**src/rtl/rr_mux_reg_pkg.sv**
```systemverilog
// Shared constants and helpers for the registered round-robin multiplexer.
package rr_mux_reg_pkg;

    localparam int MODE_FIXED = 0;
    localparam int MODE_RR    = 1;

    // Channel-index width; a single channel still needs one bit to encode.
    function automatic int clog2_min1(input int n);
        int r;
        r = 0;
        while ((1 << r) < n) r++;
        return (r < 1) ? 1 : r;
    endfunction

endpackage

```
**src/rtl/rr_mux_reg_if.sv**
```systemverilog
// Producer-side channel bundle plus consumer-side output bus of rr_mux_reg.
interface rr_mux_reg_if #(
    parameter int N_CH = 4,
    parameter int W    = 8,
    parameter int CW   = 2
);
    logic [N_CH-1:0]   in_valid;
    logic [N_CH*W-1:0] in_data;
    logic [N_CH-1:0]   in_ready;
    logic              force_en;
    logic [CW-1:0]     force_sel;
    logic              out_valid;
    logic [W-1:0]      out_data;
    logic [CW-1:0]     out_ch;
    logic              out_ready;

    modport master (
        output in_valid, in_data, force_en, force_sel, out_ready,
        input  in_ready, out_valid, out_data, out_ch
    );

    modport slave (
        input  in_valid, in_data, force_en, force_sel, out_ready,
        output in_ready, out_valid, out_data, out_ch
    );
endinterface

```
**src/rtl/rr_arbiter.sv**
```systemverilog
// Picks one requesting channel: forced, or first valid at/after ptr with wrap.
// Also produces the pointer value to adopt if this grant is accepted.
module rr_arbiter
    import rr_mux_reg_pkg::*;
#(
    parameter int N_CH = 4,
    parameter int MODE = MODE_RR,
    parameter int CW   = clog2_min1(N_CH)
) (
    input  logic [N_CH-1:0] valid,
    input  logic [CW-1:0]   ptr,
    input  logic            force_en,
    input  logic [CW-1:0]   force_sel,
    output logic [N_CH-1:0] grant,
    output logic [CW-1:0]   grant_idx,
    output logic            grant_any,
    output logic [CW-1:0]   ptr_next
);
    logic [N_CH-1:0] force_hit;
    logic [N_CH-1:0] upper_valid;
    logic [N_CH-1:0] upper_first;
    logic [N_CH-1:0] any_first;
    logic [N_CH-1:0] search_grant;

    // An out-of-range force_sel matches no bit, so it yields no grant.
    generate
        for (genvar gi = 0; gi < N_CH; gi++) begin : g_ch
            assign force_hit[gi]   = (force_sel == CW'(gi));
            assign upper_valid[gi] = valid[gi] & (CW'(gi) >= ptr);
        end
    endgenerate

    // Isolate the lowest set bit; the upper half wins, otherwise wrap around.
    assign upper_first  = upper_valid & (~upper_valid + N_CH'(1));
    assign any_first    = valid & (~valid + N_CH'(1));
    assign search_grant = (|upper_valid) ? upper_first : any_first;

    assign grant     = force_en ? (valid & force_hit) : search_grant;
    assign grant_any = |grant;

    always_comb begin
        grant_idx = '0;
        for (int i = 0; i < N_CH; i++) begin
            if (grant[i]) grant_idx = grant_idx | CW'(i);
        end
    end

    always_comb begin
        ptr_next = '0;
        if (MODE == MODE_RR && grant_idx != CW'(N_CH - 1)) ptr_next = grant_idx + CW'(1);
    end
endmodule

```
**src/rtl/rr_mux_reg.sv**
```systemverilog
// N-channel registered multiplexer: arbitration feeds a one-entry output
// register that can pop and reload in the same cycle.
module rr_mux_reg
    import rr_mux_reg_pkg::*;
#(
    parameter int N_CH = 4,
    parameter int W    = 8,
    parameter int MODE = MODE_RR,
    parameter int CW   = clog2_min1(N_CH)
) (
    input  logic        clk,
    input  logic        rst_n,
    rr_mux_reg_if.slave bus
);
    logic            out_valid_reg;
    logic [W-1:0]    out_data_reg;
    logic [CW-1:0]   out_ch_reg;
    logic [CW-1:0]   ptr_reg;
    logic [CW-1:0]   ptr_next;
    logic [N_CH-1:0] grant;
    logic [CW-1:0]   grant_idx;
    logic            grant_any;
    logic            ld;
    logic            xfer;
    logic [W-1:0]    sel_data;

    rr_arbiter #(
        .N_CH (N_CH),
        .MODE (MODE),
        .CW   (CW)
    ) u_arb (
        .valid     (bus.in_valid),
        .ptr       (ptr_reg),
        .force_en  (bus.force_en),
        .force_sel (bus.force_sel),
        .grant     (grant),
        .grant_idx (grant_idx),
        .grant_any (grant_any),
        .ptr_next  (ptr_next)
    );

    // Gating with rst_n keeps in_ready low for the whole reset pulse,
    // even though the empty register would otherwise accept.
    assign ld           = !out_valid_reg | bus.out_ready;
    assign xfer         = grant_any & ld & rst_n;
    assign bus.in_ready = grant & {N_CH{ld & rst_n}};

    always_comb begin
        sel_data = '0;
        for (int i = 0; i < N_CH; i++) begin
            if (grant[i]) sel_data = sel_data | bus.in_data[i*W +: W];
        end
    end

    always_ff @(posedge clk or negedge rst_n) begin
        if (!rst_n) begin
            out_valid_reg <= 1'b0;
            out_data_reg  <= '0;
            out_ch_reg    <= '0;
            ptr_reg       <= '0;
        end else if (xfer) begin
            out_valid_reg <= 1'b1;
            out_data_reg  <= sel_data;
            out_ch_reg    <= grant_idx;
            ptr_reg       <= ptr_next;
        end else if (bus.out_ready) begin
            out_valid_reg <= 1'b0;
        end
    end

    assign bus.out_valid = out_valid_reg;
    assign bus.out_data  = out_data_reg;
    assign bus.out_ch    = out_ch_reg;
endmodule

```
**src/flat_wrapper.sv**
```systemverilog
// flat-port wrapper written by rule: the top's interface ports become plain ports
module rr_mux_reg_flat import rr_mux_reg_pkg::*;
#(
    parameter int N_CH = 4,
    parameter int W    = 8,
    parameter int MODE = MODE_RR,
    parameter int CW   = clog2_min1(N_CH)
)
  (clk, rst_n, bus_in_valid, bus_in_data, bus_force_en, bus_force_sel, bus_out_ready, bus_in_ready, bus_out_valid, bus_out_data, bus_out_ch);
  rr_mux_reg_if #(.N_CH(N_CH), .W(W), .CW(CW)) bus_i ();
  input  logic clk;
  input  logic rst_n;
  input wire logic [$bits(bus_i.in_valid)-1:0] bus_in_valid;
  input wire logic [$bits(bus_i.in_data)-1:0] bus_in_data;
  input wire logic [$bits(bus_i.force_en)-1:0] bus_force_en;
  input wire logic [$bits(bus_i.force_sel)-1:0] bus_force_sel;
  input wire logic [$bits(bus_i.out_ready)-1:0] bus_out_ready;
  output wire logic [$bits(bus_i.in_ready)-1:0] bus_in_ready;
  output wire logic [$bits(bus_i.out_valid)-1:0] bus_out_valid;
  output wire logic [$bits(bus_i.out_data)-1:0] bus_out_data;
  output wire logic [$bits(bus_i.out_ch)-1:0] bus_out_ch;
  assign bus_i.in_valid = bus_in_valid;
  assign bus_i.in_data = bus_in_data;
  assign bus_i.force_en = bus_force_en;
  assign bus_i.force_sel = bus_force_sel;
  assign bus_i.out_ready = bus_out_ready;
  assign bus_in_ready = bus_i.in_ready;
  assign bus_out_valid = bus_i.out_valid;
  assign bus_out_data = bus_i.out_data;
  assign bus_out_ch = bus_i.out_ch;
  rr_mux_reg #(.N_CH(N_CH), .W(W), .MODE(MODE), .CW(CW)) u_core (.clk(clk), .rst_n(rst_n), .bus(bus_i));
endmodule
```
**config.mk**
```make
export PLATFORM = sky130hd
export DESIGN_NAME = rr_mux_reg_flat
export DESIGN_NICKNAME = d
export VERILOG_FILES = /design/src/rtl/rr_mux_reg_pkg.sv /design/src/rtl/rr_mux_reg_if.sv /design/src/rtl/rr_arbiter.sv /design/src/rtl/rr_mux_reg.sv /design/src/flat_wrapper.sv
export SDC_FILE = /design/constraint.sdc
export NUM_CORES = 1
export LEC_CHECK = 0
export ABC_AREA = 1
export CAP_MARGIN = 20
export CORE_AREA = 3 3 58 60
export DETAILED_ROUTE_END_ITERATION = 16
export DIE_AREA = 0 0 61 63
export PLACE_DENSITY = 0.81
export SKIP_LAST_GASP = 1
export SYNTH_ARGS = -nofsm -noshare
export SYNTH_HDL_FRONTEND = slang
export SYNTH_SLANG_ARGS = --single-unit
```
**constraint.sdc**
```tcl
create_clock -name clk -period 2.05 [get_ports clk]
set_clock_uncertainty 0.2 [all_clocks]
set_input_delay 0.205 -clock clk [delete_from_list [all_inputs] [get_ports clk]]
set_output_delay 0.205 -clock clk [all_outputs]
set_load 0.1 [all_outputs]
```
==> flow_summary_export.csv <==
group,metric,value,unit
pwr,power_density,1150,nW/um^2
final_layout,final_core_util,63.3,%
grt,grt_max_degree,14,
placement,dp_cells,271,
die,die_x,61,um
synthesis,ys_ff_latch,13,
pwr,cell_internal_pwr,0.000895,W
placement,numPortBuffers,56,
grt,grt_usage,17.4,%
final_layout,largest_reg_flops,8,
clock_network,cts_buffers,3,
routing,drc,0,
clock_network,cts_sinks,13,
die,die_area,3840,um^2
synthesis,avgSynthCellArea,6.42,um^2
timing,hold_viol_final,0,
pwr,ir_drop,0.000765,V
clock_network,clock_path_buffers,2,
routing,wl_per_cell,11.2,um
timing,tns,0,ns
synthesis,ys_seq_area_share,28.6,%
pwr,p_total,0.00216,W
synthesis,syn_inst,177,
pwr,comb_power_share,72.0,%
synthesis,muxShareOfSynthArea,0,%
pwr,pwr-share-seq,20.9,%
grt,met2_usage,29.0,%
synthesis,yosysWarnings,0,
routing,drt_iter0_drc,38,
worst_setup_path,cp_data_required_time,1.64,ns
worst_setup_path,critPathArrivalTime,1.58,ns
worst_setup_path,r2r_cells,13,
worst_setup_path,path_max_fanout,3,
final_layout,layoutNonFillerInstCount,279,
routing,via_count,1318,
clock_network,insertion_delay,0.27,ns
placement,hpwlAfterDp,2580,um
die,core,2980,um^2
grt,use_met1,22.9,%
pwr,swShare,58.5,%
final_layout,drive_gt1_share,24.8,%
timing,period_minus_slack,1.98,ns
grt,grt_busiest_layer,"met2",
clock_network,htree_levels,1,
routing,drt-vias-per-instance,4.72,
timing,tightest_slew,0.341,ns
timing,slew_violations,0,
synthesis,synth_adder_area_share,0,%
synthesis,synth_nets,219,
clock_network,path_clk_slew,0.07,ns
die,rows,20,
final_layout,syn2layout_area_growth,65.9,%
worst_setup_path,reg2reg_from,"u_core.ptr_reg[0]$_DFFE_PN0P_",
final_layout,fill_cells,276,
synthesis,yosysTopAreaCellShare,28.6,%
synthesis,synth_top_area_cell,"dfrtp_1",
die,io-pin-count,57,
timing,setup_viol,0,
synthesis,synthFlopType,"dfrtp_1",
worst_setup_path,critPathCaptureType,"output port",
synthesis,yosysUniqueCellTypes,17,
worst_setup_path,ff2ff_setup_slack,0.23,ns
timing,holdWs,0.100,ns
synthesis,yosys-top-cells-area,"dfrtp_1, nand2_1, nor2_1",
timing,rsz0062_at_grt,"yes",
die,start_util,38.2,%
synthesis,synth_edf_count,0,
timing,maxSlewHeadroom,77.2,%
pwr,switchingPower,0.00126,W
synthesis,synthSimpleGateAreaFrac,56.5,%
grt,grt_pass1_wl,5260,um
synthesis,syn_area,1140,um^2
synthesis,synth-compound-area-share,3.74,%
synthesis,yosys-top-cells-count,"nand2_1, nor2_1, inv_1",
timing,max_freq,0.505,GHz
placement,gp_congestion,0.791,
final_layout,num_antenna_cells,0,
worst_setup_path,rr_endpoint,"u_core.bus.out_data[2]$_DFFE_PN0P_",
pwr,p_clk_share,7.1,%
grt,grt_use_met3,4.34,%
synthesis,synth.most_common_cell,"nand2_1",
routing,dr.pass1.iters,4,
final_layout,fin_nets,289,
run,drv_cap,0,
clock_network,cts_root_buf,"clkbuf_4",
routing,antenna_left,0,
status,status,"completed",
min_path,hold_class,"primary input to asynchronous set/reset pin",
worst_setup_path,cp-start-kind,"register",
die,die_h,63,um
grt,grt_pass1_vias,1263,
grt,antenna_found_initial,0,
timing,fin_crit_sh,96.7,%
routing,drt-total-wl,3130,um
pwr,power.leakage,0.999,nW
synthesis,async_flop_share,100,%
clock_network,cts_tree,"yes",
grt,grt_overflow_total,0,
synthesis,synth_top_family_by_area,"simple AND/OR/NAND/NOR gates",
synthesis,synth_xor_area_share,0,%
worst_setup_path,critical_path_class,"register to output port",
-- power by group through the flow --
stage	combinational (W)	clock (W)	sequential (W)
finish	0.00155	0.000153	0.000450
global route	0.00164	0.000174	0.000464
CTS	0.00153	0.000160	0.000444
detailed placement	0.00149	0	0.000448
global placement	0.00147	0	0.000450
floorplan	0.000474	0	0.00108
-- final cells by class --
class	count	area (um^2)	area share, %
Clock buffer	4	26.3	1.39
Inverter	19	75.1	3.98
Multi-Input combinational cell	140	718	38.1
Sequential cell	13	330	17.5
Tap cell	33	41.3	2.19
Timing Repair Buffer	70	693	36.8
-- worst max-delay path, cell delays in order, from the launching register on --
cell and delay, ns:
dfrtp_1 0.42, nand2_1 0.10, nand2_2 0.10, nand2_2 0.05, inv_2 0.05, nand3_2 0.07
nand2_2 0.08, nand2_2 0.06, nand2_4 0.07, nand2_4 0.06, clkinvlp_4 0.08, buf_12 0.16
-- worst max path at each step --
stage	to	cells past startpoint	start
2_1_floorplan	bus_in_ready[0]	3	u_core.bus.out_valid$_DFFE_PN0P_
3_3_place_gp	u_core.bus.out_data[7]$_DFFE_PN0P_	11	bus_force_en
3_5_place_dp	u_core.bus.out_data[2]$_DFFE_PN0P_	11	bus_force_en
4_1_cts	bus_in_ready[1]	9	u_core.ptr_reg[1]$_DFFE_PN0P_
5_1_grt	bus_in_ready[1]	11	u_core.ptr_reg[0]$_DFFE_PN0P_
6_report	bus_in_ready[1]	11	u_core.ptr_reg[0]$_DFFE_PN0P_
-- layer usage --
layer / wire [um] / up-vias
met5: 0 / -
met4: 0 / 0
met3: 159 / 0
met2: 1590 / 35
met1: 1380 / 589
li1: - / 694
-- layout by cell type (no fill, tap or decap), drive strengths merged --
cell            n
nand4          10
buf            29
o21ai           1
inv            18
dlymetal6s2s    1
nand3          19
dfrtp          13
nand2          82
a21oi           3
clkdlybuf4s50  40
clkinvlp        1
nor2           25
clkbuf          4
-- through the flow --
stage                     worst slack (ns)  area (um^2)
after floorplan                   -0.00541         1150
after detailed placement           -0.0577         1800
after CTS                           0.0303         1850
after global routing               -0.0543         1880
final                               0.0685         1880
after global placement             -0.0445         1800
-- repair_timing --
action                                  CTS  global route
pin swaps                                 1             4
hold buffers                              0             0
endpoints found under the setup margin    1             3
buffers inserted                          3             1
gates resized for setup                   0            10
-- cell families after synthesis --
family,count (synthesis)
simple gates,136
compound gates,4
flops,13
buf+inv,24
Power figures use the tool's default switching activity.
